`src/rtl/led_pkg.sv`:
```
// ----------------------------------------------------------------------------
// led_pkg
// Shared types for the LED breathing engine: ramp-law selector, direction
// encoding and the mode-input decode used by the top level.
// ----------------------------------------------------------------------------
package led_pkg;

    typedef enum logic [1:0] {
        MODE_TRI = 2'd0,
        MODE_SAW = 2'd1,
        MODE_FIX = 2'd2
    } mode_e;

    localparam logic DIR_UP   = 1'b0;
    localparam logic DIR_DOWN = 1'b1;

    // Raw encoding 3 is an alias for the fixed-level law.
    function automatic mode_e decode_mode(input logic [1:0] raw);
        mode_e m;
        case (raw)
            2'd0:    m = MODE_TRI;
            2'd1:    m = MODE_SAW;
            default: m = MODE_FIX;
        endcase
        return m;
    endfunction

endpackage

```
`src/rtl/breathe_channel.sv`:
```
// ----------------------------------------------------------------------------
// breathe_channel
// One LED channel: duty/direction registers, ramp law and PWM compare flop.
// Ports:
//   clk, resetn     clock, async active-low reset
//   enable          1 = run; 0 = blank the LED (duty/dir hold)
//   boundary        last enabled count of the PWM period (duty may change)
//   tick            a ramp tick is due at this boundary
//   mode_q          ramp law to apply at the boundary
//   step            per-channel step size
//   pwm_cnt         shared PWM counter
//   led             registered PWM output
// ----------------------------------------------------------------------------
module breathe_channel
    import led_pkg::*;
#(
    parameter int PWM_BITS  = 11,
    parameter int STEP_BITS = 8
) (
    input  logic                 clk,
    input  logic                 resetn,
    input  logic                 enable,
    input  logic                 boundary,
    input  logic                 tick,
    input  mode_e                mode_q,
    input  logic [STEP_BITS-1:0] step,
    input  logic [PWM_BITS-1:0]  pwm_cnt,
    output logic                 led
);

    localparam logic [PWM_BITS-1:0] DUTY_MAX = '1;
    localparam logic [PWM_BITS:0]   DUTY_MAX_EXT = {1'b0, DUTY_MAX};

    logic [PWM_BITS-1:0] duty_q, duty_d;
    logic                dir_q, dir_d;
    logic                led_q;
    logic [PWM_BITS:0]   step_ext_s;
    logic [PWM_BITS:0]   sum_s;
    logic [PWM_BITS-1:0] fix_s;

    // Ramp law: duty/dir only move on a period boundary so the PWM pattern
    // of a running period is never disturbed.
    always_comb begin
        step_ext_s = {{(PWM_BITS + 1 - STEP_BITS){1'b0}}, step};
        sum_s      = {1'b0, duty_q} + step_ext_s;
        fix_s      = PWM_BITS'(step) << (PWM_BITS - STEP_BITS);
        duty_d     = duty_q;
        dir_d      = dir_q;
        if (boundary) begin
            case (mode_q)
                MODE_TRI: begin
                    if (tick) begin
                        if (dir_q == DIR_UP) begin
                            if (sum_s >= DUTY_MAX_EXT) begin
                                duty_d = DUTY_MAX;
                                dir_d  = DIR_DOWN;
                            end else begin
                                duty_d = sum_s[PWM_BITS-1:0];
                            end
                        end else begin
                            if ({1'b0, duty_q} <= step_ext_s) begin
                                duty_d = '0;
                                dir_d  = DIR_UP;
                            end else begin
                                // step < duty here, so the truncation is exact
                                duty_d = duty_q - step_ext_s[PWM_BITS-1:0];
                            end
                        end
                    end else begin
                        duty_d = duty_q;
                    end
                end
                MODE_SAW: begin
                    dir_d = DIR_UP;
                    if (tick) begin
                        duty_d = sum_s[PWM_BITS-1:0];
                    end else begin
                        duty_d = duty_q;
                    end
                end
                default: begin
                    // fixed level reloads every boundary, tick or not
                    duty_d = fix_s;
                    dir_d  = DIR_UP;
                end
            endcase
        end else begin
            duty_d = duty_q;
            dir_d  = dir_q;
        end
    end

    // Channel state and registered PWM compare (old duty is used on the
    // boundary cycle; cnt==MAX never lights the LED so nothing is lost).
    always_ff @(posedge clk or negedge resetn) begin
        if (!resetn) begin
            duty_q <= '0;
            dir_q  <= DIR_UP;
            led_q  <= 1'b0;
        end else begin
            duty_q <= duty_d;
            dir_q  <= dir_d;
            led_q  <= enable && (pwm_cnt < duty_q);
        end
    end

    assign led = led_q;

endmodule

```
`src/rtl/led_breathe_pwm.sv`:
```
// ----------------------------------------------------------------------------
// led_breathe_pwm
// Multi-channel LED breathing engine with a shared free-running PWM counter,
// a ramp prescaler and per-channel triangle / sawtooth / fixed duty laws.
// resetn must be released synchronously to clk by the board reset logic.
// Ports:
//   clk          system clock
//   resetn       async active-low reset
//   enable       1 = run, 0 = freeze state and blank LEDs
//   mode         0 triangle, 1 sawtooth, 2/3 fixed level
//   step         channel i step at [i*STEP_BITS +: STEP_BITS]
//   led          registered active-high PWM outputs
//   period_done  one-cycle pulse aligned with the last count of a period
// ----------------------------------------------------------------------------
module led_breathe_pwm
    import led_pkg::*;
#(
    parameter int NUM_CH    = 4,
    parameter int PWM_BITS  = 11,
    parameter int STEP_BITS = 8,
    parameter int RAMP_DIV  = 1024
) (
    input  logic                          clk,
    input  logic                          resetn,
    input  logic                          enable,
    input  logic [1:0]                    mode,
    input  logic [NUM_CH*STEP_BITS-1:0]   step,
    output logic [NUM_CH-1:0]             led,
    output logic                          period_done
);

    localparam int PRESC_W = (RAMP_DIV > 2) ? $clog2(RAMP_DIV) : 1;
    localparam logic [PWM_BITS-1:0] CNT_MAX    = '1;
    localparam logic [PRESC_W-1:0]  PRESC_LAST = PRESC_W'(RAMP_DIV - 1);

    logic [PWM_BITS-1:0] pwm_cnt_q, pwm_cnt_d;
    logic [PRESC_W-1:0]  presc_q, presc_d;
    logic                tick_pend_q, tick_pend_d;
    mode_e               mode_q, mode_d;
    logic                period_done_q;
    logic                boundary_s;
    logic                tick_set_s;
    logic                tick_s;
    mode_e               mode_in_s;
    mode_e               law_mode_s;

    // Counter, prescaler and tick bookkeeping; everything holds while disabled.
    always_comb begin
        boundary_s = enable && (pwm_cnt_q == CNT_MAX);
        tick_set_s = enable && (presc_q == PRESC_LAST);
        // ticks seen since the last boundary, including this cycle's
        tick_s     = tick_pend_q | tick_set_s;
        mode_in_s  = decode_mode(mode);
        // the law taken at a boundary is the mode sampled on that boundary
        law_mode_s = boundary_s ? mode_in_s : mode_q;
        pwm_cnt_d  = pwm_cnt_q;
        presc_d    = presc_q;
        if (enable) begin
            pwm_cnt_d = pwm_cnt_q + {{(PWM_BITS-1){1'b0}}, 1'b1};
            if (presc_q == PRESC_LAST) begin
                presc_d = '0;
            end else begin
                presc_d = presc_q + {{(PRESC_W-1){1'b0}}, 1'b1};
            end
        end else begin
            pwm_cnt_d = pwm_cnt_q;
            presc_d   = presc_q;
        end
        if (boundary_s) begin
            tick_pend_d = 1'b0;
            mode_d      = mode_in_s;
        end else begin
            tick_pend_d = tick_s;
            mode_d      = mode_q;
        end
    end

    // Shared state registers.
    always_ff @(posedge clk or negedge resetn) begin
        if (!resetn) begin
            pwm_cnt_q     <= '0;
            presc_q       <= '0;
            tick_pend_q   <= 1'b0;
            mode_q        <= MODE_TRI;
            period_done_q <= 1'b0;
        end else begin
            pwm_cnt_q     <= pwm_cnt_d;
            presc_q       <= presc_d;
            tick_pend_q   <= tick_pend_d;
            mode_q        <= mode_d;
            period_done_q <= boundary_s;
        end
    end

    for (genvar i = 0; i < NUM_CH; i++) begin : g_ch
        breathe_channel #(
            .PWM_BITS  (PWM_BITS),
            .STEP_BITS (STEP_BITS)
        ) u_ch (
            .clk      (clk),
            .resetn   (resetn),
            .enable   (enable),
            .boundary (boundary_s),
            .tick     (tick_s),
            .mode_q   (law_mode_s),
            .step     (step[i*STEP_BITS +: STEP_BITS]),
            .pwm_cnt  (pwm_cnt_q),
            .led      (led[i])
        );
    end

    assign period_done = period_done_q;

endmodule

```
`config.mk`:
```
export PLATFORM = sky130hd
export DESIGN_NAME = led_breathe_pwm
export DESIGN_NICKNAME = d
export VERILOG_FILES = /design/src/rtl/led_pkg.sv /design/src/rtl/breathe_channel.sv /design/src/rtl/led_breathe_pwm.sv
export SDC_FILE = /design/constraint.sdc
export NUM_CORES = 1
export LEC_CHECK = 0
export BUFFER_PORTS_ARGS = -buffer_cell sky130_fd_sc_hd__buf_2
export CAP_MARGIN = 20
export CORE_UTILIZATION = 45
export DETAILED_ROUTE_END_ITERATION = 10
export GPL_TIMING_DRIVEN = 1
export PLACE_DENSITY = 0.59
export SLEW_MARGIN = 20
export SYNTH_ARGS = -nofsm -noshare
export SYNTH_HDL_FRONTEND = slang
export SYNTH_SLANG_ARGS = --single-unit
export TNS_END_PERCENT = 100
```
`constraint.sdc`:
```
create_clock -name clk -period 3.35 [get_ports clk]
set_input_delay 0.67 -clock clk [delete_from_list [all_inputs] [get_ports clk]]
set_output_delay 0.67 -clock clk [all_outputs]
set_load 0.05 [all_outputs]
```
==> reports/results.ini <==
[power_and_ir_drop]
p_per_area_nw_per_um2=309
p_leak_nw=4.83
ir_worst_vdd_mv=0.220

[layout]
fillCellCount=1901
nets=1384
layout-drive-gt1-share_pct=14.5
final_common_cell=inv_1
mostFrequentLayoutCells=inv_1, ha_1, buf_4
area_growth_pct=14.5
fin_area_um2=10300
seqCellArea_um2=1930
multi_input_area_um2=6390
diodes=0

[clock_network]
clockBufferDepth=2
root_buffer=clkbuf_16
numCtsBuffers=9
clock_sinks=77
clk_pin_slew_worst_paths_ns=0.06
cts_max_level=3
insertion_delay_ns=0.36
cts_tree=done
cts_setup_buffers=0

[detailed_routing]
topRoutingLayerUsed=met4
drt-total-wl_mm=26.9
drt_first_pass_iters=5
wl_met3_mm=1.28
route.met2.wl_mm=12.5
vias=8785
ant_nets=0
routedWlPerCell_um=17.9
wl_met1_mm=12.6
drt_iter0_markers=724
viasPerCell=5.84
remaining_drc_errors=0

[worst_setup_path]
rr_startpoint=g_ch[2].u_ch.duty_q[0]
crit_type=reg2reg
slowest_delay_ns=0.44
crit_buf_inv=2
rrSetupSlack_ns=0.28
arrival_ns=3.33
slowest_stage=fa_1
cpMostUsedCell=a21o_1
start_kind=flip-flop
worst_path_dominant_cell_family=compound AO/OA/AOI/OAI gates
worst-r2r-cell-count=12
end_kind=flip-flop
r2r_end=g_ch[2].u_ch.duty_q[10]
cp.required_ns=3.61
cp.depth=12
crit_chain=inv_1, ha_1, inv_1, fa_1, a21o_1, a21o_1, a221oi_1, nand2_1, o31ai_1, nand3_1, a21o_1, a221oi_2
critPathMaxFanout=3

[floorplan]
die_area_um2=20600
std_cell_rows=51
start_util_pct=46.1
die_w_um=143
core-area_um2=19500
ios=42
die_h_um=143

[synthesis]
synth_edf_count=0
synth_area_um2=9000
avgSynthCellArea_um2=7.84
synth_nets=1299
async_flop_share_pct=100
synth.distinct_cells=88
yosysWarnings=0
synth-main-ff-cell=dfrtp_1
ys_ff_latch=77
yosysSeqAreaShare_pct=21.4
syn_inst=1148

[sta]
period_needed_ns=3.07
fin_skew_ns=0.0101
setup_viol=0
worst_pin_slew_ns=0.630
hold_violations=0
fmax_mhz=326
slew_violations=0
fin_crit_sh_pct=91.6
rsz0062_at_grt=false
slew_headroom_pct=58.0
worst_slack_ns=0.280

[grt]
grt_overflow=0
grt_max_degree=45
grt_pass1_vias=8241
grt_pass1_wl_mm=43.5
antenna_found_initial=0
grt.total_usage_pct=27.2

[placed_design]
dpl_cell_area_um2=10000
io_buffers=41
dp_hpwl_mm=21.4
dp_slack_ns=-0.0676
gp_congestion=0.928

[flow_run]
drv_cap=0

[hold_path]
hp-class=in2async

[run_status]
outcome=complete, no violations

## final cells by class
class                           instances  area share (%)
Clock buffer                            9            2.18
Clock inverter                          7           0.776
Inverter                              121            4.42
Multi-Input combinational cell        893            61.9
Sequential cell                        77            18.7
Tap cell                              265            3.21
Timing Repair Buffer                  131            8.81
## routing by layer
| layer | global-route usage (%) | up-vias |
|---|---|---|
| met3 | 2.23 | 34 |
| met4 | 8.85 | 0 |
| met1 | 37.0 | 4127 |
| met5 | 0 | - |
| met2 | 45.2 | 288 |
| li1 | - | 4336 |
## worst max path at each step
stage | start | endpoint | slack (ns)
global placement | step[17] | g_ch[2].u_ch.duty_q[3] | -0.05
CTS | step[16] | g_ch[2].u_ch.duty_q[3] | 0.29
finish | g_ch[2].u_ch.duty_q[0] | g_ch[2].u_ch.duty_q[10] | 0.28
detailed placement | step[16] | g_ch[2].u_ch.duty_q[3] | -0.07
floorplan | step[17] | g_ch[2].u_ch.duty_q[3] | 0.16
global route | step[17] | g_ch[2].u_ch.duty_q[3] | 0.09
## where the power goes
| part | internal [mW] | switching [mW] | total, mW |
|---|---|---|---|
| clock network | 0.586 | 0.440 | 1.03 |
| registers | 1.01 | 0.0597 | 1.07 |
| logic | 0.492 | 0.595 | 1.09 |
| total | 2.09 | 1.09 | 3.19 |
## registers in the layout, summed over array words and instances, names as in the netlist
register	count
g_ch.u_ch.led	4
tick_pend_q	1
pwm_cnt_q	11
g_ch.u_ch.duty_q	44
mode_q	2
g_ch.u_ch.dir_q	4
presc_q	10
period_done	1
## timing repair
| item | CTS | global route |
|---|---|---|
| endpoints found under the setup margin | 0 | 1 |
| hold buffers | 0 | 0 |
| gates resized for setup | 0 | 1 |
## Yosys cell counts (12+ instances only)
library cell | n | area share [%]
a211oi_1 | 22 | 1.8
a21o_1 | 35 | 2.9
a21oi_1 | 88 | 4.9
a221oi_1 | 12 | 1.2
a31oi_1 | 13 | 0.90
buf_2 | 14 | 0.78
clkbuf_1 | 30 | 1.3
dfrtp_1 | 77 | 21
ha_1 | 106 | 15
inv_1 | 114 | 4.8
nand2_1 | 64 | 2.7
nand2b_1 | 29 | 2.0
nand3_1 | 36 | 2.0
nand4_1 | 19 | 1.3
nor2_1 | 87 | 3.6
nor2b_1 | 16 | 1.1
nor3_1 | 26 | 1.4
o211ai_1 | 12 | 1.0
o21ai_0 | 45 | 2.5
o21ai_1 | 24 | 1.3
o22ai_1 | 13 | 0.90
o31ai_1 | 16 | 1.3
or3_1 | 14 | 0.97
xnor2_1 | 46 | 4.5
xor2_1 | 16 | 1.6
## worst reg2reg max path, cell delays in order, from the launching register on
cell and delay (ns):
dfrtp_1 0.40, inv_1 0.08, ha_1 0.18, inv_1 0.06, fa_1 0.44, a21o_1 0.20, a21o_1 0.23, a221oi_1 0.42
nand2_1 0.10, o31ai_1 0.34, nand3_1 0.12, a21o_1 0.20, a221oi_2 0.21
## cells by family (layout without fill, tap and decap cells)
group,count (synthesis),count (layout),synth area share (%)
adder cells (fa/ha/maj),114,114,16.5
AND/OR/NAND/NOR,339,339,19.2
AO/OA/AOI/OAI,372,372,28.3
XOR/XNOR,62,62,6.03
multiplexers,6,6,0.709
flip-flops,77,77,21.4
buffers and inverters,178,268,7.88
## through the flow
stage                     power [mW]  hold WS, ns  cells  TNS [ns]  util [%]
final                           3.19        0.319   1503         0      52.8
after global routing            3.38        0.357   1503         0      52.8
after CTS                       3.21        0.346   1503         0      52.8
after detailed placement        2.17        0.460   1487   -0.0676      51.2
after global placement          2.15        0.458   1487   -0.0471      51.2
after floorplan                 1.80        0.374   1148         0         -
No activity file was read; power rests on OpenSTA's default activity.
